File: src/rtl/scpad_be_dram_wr_packer_pkg.sv
// ----------------------------------------------------------------------------
// scpad_be_dram_wr_packer_pkg
// Shared scratchpad types and constants used by the backend DRAM write packer.
//   - Geometry of a scratchpad row and of a DRAM write beat.
//   - dram_write_req_t: one beat issued to the DRAM controller write port.
//   - wr_pack_state_t: packer FSM states.
//   - beat_mask(): per-element valid mask of one beat of a partial row.
// ----------------------------------------------------------------------------
package scpad_be_dram_wr_packer_pkg;

  localparam int NUM_COLS          = 32;
  localparam int ELEM_BITS         = 16;
  localparam int MAX_DRAM_BUS_BITS = 64;
  localparam int DRAM_ADDR_WIDTH   = 32;
  localparam int MAX_DIM_WIDTH     = $clog2(NUM_COLS);

  localparam int BEAT_ELEMS      = MAX_DRAM_BUS_BITS / ELEM_BITS;
  localparam int BEAT_BYTES      = MAX_DRAM_BUS_BITS / 8;
  localparam int BEATS_PER_ROW   = NUM_COLS / BEAT_ELEMS;
  localparam int BEAT_IDX_WIDTH  = $clog2(BEATS_PER_ROW);
  localparam int BEAT_ELEM_SHIFT = $clog2(BEAT_ELEMS);
  localparam int BEAT_BYTE_SHIFT = $clog2(BEAT_BYTES);

  typedef logic [NUM_COLS*ELEM_BITS-1:0] scpad_data_t;

  // Same bits as scpad_data_t, viewed as an array of DRAM beats (beat 0 in LSBs).
  typedef logic [BEATS_PER_ROW-1:0][MAX_DRAM_BUS_BITS-1:0] row_beats_t;

  typedef struct packed {
    logic                         valid;
    logic [DRAM_ADDR_WIDTH-1:0]   dram_addr;
    logic [MAX_DRAM_BUS_BITS-1:0] wdata;
    logic [BEAT_ELEMS-1:0]        dram_vector_mask;
  } dram_write_req_t;

  typedef enum logic {
    IDLE = 1'b0,
    SEND = 1'b1
  } wr_pack_state_t;

  // Element j of beat k is live when its column index 4k+j is within the row.
  function automatic logic [BEAT_ELEMS-1:0] beat_mask(
    input logic [BEAT_IDX_WIDTH-1:0] k,
    input logic [MAX_DIM_WIDTH-1:0]  num_cols_m1
  );
    logic [MAX_DIM_WIDTH-1:0] idx;
    beat_mask = '0;
    for (int j = 0; j < BEAT_ELEMS; j++) begin
      idx          = {k, BEAT_ELEM_SHIFT'(j)};
      beat_mask[j] = (idx <= num_cols_m1);
    end
  endfunction

endpackage

File: src/rtl/scpad_be_dram_wr_packer.sv
// ----------------------------------------------------------------------------
// scpad_be_dram_wr_packer
// Takes one scratchpad row read out for a store-to-DRAM and issues it to the
// DRAM controller as a sequence of MAX_DRAM_BUS_BITS-wide write beats, with a
// per-element mask covering the tail of a partial row. One row in flight.
// Ports:
//   CLK, nRST      : clock, synchronous active-low reset
//   row_valid/ready: row offer handshake (ready only while idle)
//   row_data       : row contents, element 0 in the LSBs
//   row_dram_addr  : beat-aligned DRAM byte address of element 0
//   row_num_cols   : number of valid columns minus one
//   wr_req/wr_ready: write beat to the DRAM controller and its acceptance
//   busy           : a row is being sent
//   row_done       : one-cycle pulse after the last beat is accepted
// All outputs are decoded only from registered state.
// ----------------------------------------------------------------------------
module scpad_be_dram_wr_packer
  import scpad_be_dram_wr_packer_pkg::*;
(
  input  logic                       CLK,
  input  logic                       nRST,
  input  logic                       row_valid,
  output logic                       row_ready,
  input  scpad_data_t                row_data,
  input  logic [DRAM_ADDR_WIDTH-1:0] row_dram_addr,
  input  logic [MAX_DIM_WIDTH-1:0]   row_num_cols,
  output dram_write_req_t            wr_req,
  input  logic                       wr_ready,
  output logic                       busy,
  output logic                       row_done
);

  wr_pack_state_t             state_q, state_d;
  row_beats_t                 row_q, row_d;
  logic [DRAM_ADDR_WIDTH-1:0] base_q, base_d;
  logic [MAX_DIM_WIDTH-1:0]   num_cols_m1_q, num_cols_m1_d;
  logic [BEAT_IDX_WIDTH-1:0]  k_q, k_d;
  logic                       row_done_q, row_done_d;

  logic [BEAT_IDX_WIDTH-1:0]  last_beat;
  logic [DRAM_ADDR_WIDTH-1:0] beat_offset;

  // Last beat holds column num_cols_m1; byte offset of beat k is k*BEAT_BYTES.
  always_comb begin
    last_beat   = num_cols_m1_q[MAX_DIM_WIDTH-1:BEAT_ELEM_SHIFT];
    beat_offset = {{(DRAM_ADDR_WIDTH-BEAT_IDX_WIDTH-BEAT_BYTE_SHIFT){1'b0}},
                   k_q, {BEAT_BYTE_SHIFT{1'b0}}};
  end

  // Next-state logic: latch a row in IDLE, step through its beats in SEND.
  always_comb begin
    state_d       = state_q;
    row_d         = row_q;
    base_d        = base_q;
    num_cols_m1_d = num_cols_m1_q;
    k_d           = k_q;
    row_done_d    = 1'b0;
    case (state_q)
      IDLE: begin
        if (row_valid) begin
          state_d       = SEND;
          row_d         = row_data;
          base_d        = row_dram_addr;
          num_cols_m1_d = row_num_cols;
          k_d           = '0;
        end else begin
          state_d = IDLE;
        end
      end
      SEND: begin
        if (wr_ready) begin
          if (k_q == last_beat) begin
            state_d    = IDLE;
            k_d        = '0;
            row_done_d = 1'b1;
          end else begin
            k_d = k_q + BEAT_IDX_WIDTH'(1);
          end
        end else begin
          k_d = k_q;
        end
      end
      default: begin
        state_d = IDLE;
        k_d     = '0;
      end
    endcase
  end

  // State registers; reset aborts any row in flight without a done pulse.
  always_ff @(posedge CLK) begin
    if (!nRST) begin
      state_q       <= IDLE;
      row_q         <= '0;
      base_q        <= '0;
      num_cols_m1_q <= '0;
      k_q           <= '0;
      row_done_q    <= 1'b0;
    end else begin
      state_q       <= state_d;
      row_q         <= row_d;
      base_q        <= base_d;
      num_cols_m1_q <= num_cols_m1_d;
      k_q           <= k_d;
      row_done_q    <= row_done_d;
    end
  end

  // Beat k is a pure function of held registers, so it stays stable under backpressure.
  always_comb begin
    wr_req = '0;
    if (state_q == SEND) begin
      wr_req.valid            = 1'b1;
      wr_req.wdata            = row_q[k_q];
      wr_req.dram_addr        = base_q + beat_offset;
      wr_req.dram_vector_mask = beat_mask(k_q, num_cols_m1_q);
    end else begin
      wr_req.valid = 1'b0;
    end
  end

  // Status outputs decoded from registered state.
  always_comb begin
    row_ready = (state_q == IDLE);
    busy      = (state_q == SEND);
    row_done  = row_done_q;
  end

endmodule

File: config.mk
export PLATFORM = sky130hd
export DESIGN_NAME = scpad_be_dram_wr_packer
export DESIGN_NICKNAME = d
export VERILOG_FILES = /design/src/rtl/scpad_be_dram_wr_packer_pkg.sv /design/src/rtl/scpad_be_dram_wr_packer.sv
export SDC_FILE = /design/constraint.sdc
export NUM_CORES = 1
export LEC_CHECK = 0
export BUFFER_PORTS_ARGS = -buffer_cell sky130_fd_sc_hd__buf_2
export CAP_MARGIN = 20
export CORE_AREA = 5 5 250 252
export DETAILED_ROUTE_END_ITERATION = 10
export DIE_AREA = 0 0 255 257
export HOLD_SLACK_MARGIN = 0.08
export PLACE_DENSITY = 0.73
export SYNTH_ARGS = -nofsm -noshare
export SYNTH_HDL_FRONTEND = slang
export SYNTH_SLANG_ARGS = --single-unit
export TNS_END_PERCENT = 50
File: constraint.sdc
create_clock -name CLK -period 3.65 [get_ports CLK]
set_input_delay 0.365 -clock CLK [delete_from_list [all_inputs] [get_ports CLK]]
set_output_delay 0.365 -clock CLK [all_outputs]
set_load 0.02 [all_outputs]
==> After elaboration in Yosys (flattened, before gate mapping) <==
Index checks and enable logic that the tools add are counted.
{ "totals": {"ram_bits": 0, "latchBits": 0, "ff_bits": 554, "elab_cells": 40, "memories": 0, "inputBits": 553, "mem_bits_ro": 0, "output_inout_bits": 104} }
{ "classes": {"n_eq_ne": 3, "n_bitwise": 1, "order_cmp": 5, "div_mod_pow": 0, "mul": 0, "n_mux": 13, "addsub": 2, "shifts": 0, "reduce_logical": 3} }
{ "ops": {"columns": ["operator", "count"], "rows": [
  ["binary-select mux 64 bit (select 3 bit)", 1],
  ["2-to-1 mux 100 bit", 1],
  ["2-to-1 mux 64 bit", 1],
  ["adder 32 x 6 -> 32 bit", 1],
  ["<= comparator 5 bit", 4],
  ["2-to-1 mux 3 bit", 3],
  ["case mux 3 bit (2 select lines)", 1],
  ["2-to-1 mux 1 bit", 5],
  ["less-than comparator 3 x 4 -> 1 bit, second input constant", 1],
  ["inequality test 2 bit, second input constant", 2],
  ["AND reduction 2 bit", 2],
  ["adder 3 x 1 -> 3 bit, second input constant", 1],
  ["== test 3 bit", 1],
  ["AND reduction 3 bit", 1],
  ["case mux 1 bit (2 select lines)", 1],
  ["NOT 1 bit", 1]
]} }

==> Depth between registers and ports, before layout <==
{ "logic_depth": {"ltp_word": 4, "mapped_depth": 10, "depth_no_buf": 6} }

==> Least setup slack after synthesis <==
No wires, ideal clock.
{ "synth_path": {"path_type": "register -> output", "from": "register k_q[0]", "to": "output wr_req[91] in the netlist's numbering", "arrival_ns": 2.163, "path_buffers": 1, "slack_ns": 1.122, "path_stages_with_launch": 8, "required_time_ns": 3.285, "path_cell_list": "dfxtp_1 -> ha_1 -> fa_1 -> a21oi_1 -> or3_4 -> buf_6 -> or4_1 -> a21oi_1"} }
{ "synth_rtl": {"columns": ["item", "line_no", "rtl"], "rows": [
  ["from (decl)", "scpad_be_dram_wr_packer.sv:37", "logic [BEAT_IDX_WIDTH-1:0] k_q, k_d;"],
  ["from (signal assigned)", "scpad_be_dram_wr_packer.sv:104", "k_q <= k_d;"],
  ["to (decl)", "scpad_be_dram_wr_packer.sv:27", "output dram_write_req_t wr_req,"]
]} }

==> out/qor.yml <==
status:
  status: "complete, no violations"
sta:
  skew_ns: 0.0215
  rsz0062_at_grt: "no"
  finalSetupViolations: 0
  fmax_mhz: 299
  slew_headroom: 0.442
  hold_viol: 0
  period_share: 0.917
  period_minus_slack_ns: 3.35
  setup_slack_ns: 0.302
  drv_slew: 0
  fin_tns_setup_ns: 0
  worst_pin_slew_ns: 0.838
drt:
  drcViolationCount: 0
  ant_nets: 0
  drtIter0Drc: 2801
  routed_wirelength_um: 98800
  via_count: 26800
  wire_per_inst_um: 20.6
  firstDrtPassIters: 8
  post_drt_via_cell_ratio: 5.58
placed_design:
  placement.io_buffers: 656
  place_congestion: 0.927
  pre_cts_slack_ns: 0.958
  dp_hpwl_um: 57200
yosys:
  syn_area_um2: 23700
  synth-simple-area-share: 0.206
  synth_seq_cells: 554
  synth_seq_area_share: 0.467
  synth_top_family_by_area: "simple AND/OR/NAND/NOR gates"
  synth_top_area_cell: "dfxtp_1"
  syn_nets: 3427
  synthTopCellsByArea: "dfxtp_1 47%, nand2_1 18%, mux4_2 12%"
  synth_compound_area_frac: 0.128
  synth_cell_types: 45
  synth_mux_area_frac: 0.149
  ys_top_cells_by_count: "1115 x nand2_1, 571 x a21oi_1, 554 x dfxtp_1"
  synth_xor_area_frac: 0.00406
  synth_enable_flop_cells: 0
  synthAdderAreaFrac: 0.00506
  synth_most_common_cell: "nand2_1"
  synth_ff_type: "dfxtp_1"
  ys_warn_count: 0
  avgSynthCellArea_um2: 8.29
  synth_top_area_frac: 0.467
  synthCells: 2865
  async_reset_ff_frac: 0
power_and_ir_drop:
  p_per_area_nw_per_um2: 431
  p_leak_uw: 0.0142
  ir_drop_v: 0.000394
clock_network:
  cts_tree: "yes"
  clock-sinks: 554
  path_clk_slew_ns: 0.06
  h-tree-depth: 2
  postCtsSetupBuffers: 0
  cts_inserted_buffers: 58
  cts-resized-gates: 0
  clk_path_buf_depth: 3
  insertion_delay_ns: 0.60
  root_buffer: "clkbuf_16"
finish:
  nets: 4501
  area_delta_synth_final_pct: 48.4
  layout-drive-gt1-share: 0.235
grt:
  grt_max_degree: 138
  grt_usage: 0.281
  grt_pass1_wl_um: 148000
  grt_antenna_before_repair: 23
  grt_pass1_vias: 26700
  overflow: 0
setup_path:
  cp-end-kind: "primary output"
  slowest_delay_ns: 0.57
  startpoint_type: "flop"
  cpMaxStageDelayCell: "or3_1"
  worstPathArrival_ns: 2.98
  crit_required_ns: 3.28
  cp_max_fo: 13
  crit_type: "reg2out"
  crit_chain: "ha_1, o211ai_1, or3_1, or4_1, a21oi_1, buf_2"
die:
  io_pins: 657
  initial_core_util: 0.396
  core_area_um2: 59900
  num_rows: 90
  fp.dieArea_um2: 65500
  die_h_um: 257
  dieWidth_um: 255
flow_run:
  maxCapViolations: 0
min_path:
  hp-class: "in2reg"
## area by class of cell
cell class / count / area [um2]
diodes: 28 / 70.1
multi-input cells: 2065 / 11700
fillers: 4647 / 24700
flip-flops and latches: 554 / 11100
well taps: 782 / 978
clock inverters: 19 / 287
clock buffers: 86 / 1710
inverters: 10 / 47.5
repair buffers: 1250 / 9340
## metrics by stage
stage	power [uW]	util	area [um2]	hold WS, ns	std cells
floorplan	7720	-	23700	0.432	2865
CTS	15100	0.587	35200	0.0886	4766
global route	15700	0.588	35200	0.103	4787
detailed placement	8490	0.462	27700	0.443	4113
finish	15200	0.588	35200	0.119	4794
global placement	8450	0.462	27700	0.439	4113
## sequential cells by signal (all words and copies together), names as in the netlist
name	flops
row_q	512
row_done	1
num_cols_m1_q	5
busy	1
base_q	32
k_q	3
## cells by family (layout without fill, tap and decap cells)
group	count (synthesis)	in the layout
AOI/OAI and AO/OA	595	595
xor gates and xnor gates	11	11
adders and majority gates	9	9
buffers and inverters	246	1365
DFF	554	554
muxes	194	194
other	0	28
and+or+nand+nor	1256	1256
## power by group
part / internal [uW] / leakage [uW] / switching (uW)
registers: 6420 / 0.00455 / 240
clock network: 3670 / 0.000980 / 2550
logic: 1100 / 0.00864 / 1220
total: 11200 / 0.0142 / 4010
## final timing paths
kind,from,end,slack [ns],cells after the start
worst max-delay path,k_q[2]$_SDFFE_PN0P_,wr_req[88],0.30,6
worst min-delay path,row_data[258],row_q[258]$_SDFFE_PN0P_,0.12,3
worst max register to register,busy$_SDFF_PN0_,row_q[151]$_SDFFE_PN0P_,1.32,6
worst min register to register,row_q[94]$_SDFFE_PN0P_,row_q[94]$_SDFFE_PN0P_,0.45,2
## routing by layer
| metal | vias up | GRT usage | share of wire |
|---|---|---|---|
| met5 | - | 0 | 0.00013 |
| met2 | 1914 | 0.464 | 0.47 |
| met1 | 12500 | 0.331 | 0.36 |
| li1 | 11800 | - | - |
| met4 | 2 | 0.181 | 0.077 |
| met3 | 553 | 0.0602 | 0.092 |
## worst max-delay path, delay by kind of cell (launching register included)
kind | cells | cell delay [ns]
flops | 1 | 0.43
buf+inv | 1 | 0.19
fa+ha+maj | 1 | 0.39
simple gates | 2 | 1.02
compound gates | 2 | 0.35
## cell usage in the layout, fill, tap and decap left out, drive strengths merged, types with 5 or more instances in the layout
cell type and instances:
clkinv 7, nand2 1115, xnor2 7, nor2 81, or4 10, nor3 7
and2 5, dfxtp 554, mux2i 66, buf 702, clkbuf 86, dlygate4sd3 548
nand3 9, inv 16, nor4 5, ha 8, o21ai 6, bufinv 6
a21oi 571, o31ai 10, mux4 128, diode 28
## what timing repair did
item	in CTS	in global routing
hold endpoints to repair	548	0
setup endpoints to repair	0	0
hold buffers	548	0
Power figures use the tool's default switching activity.
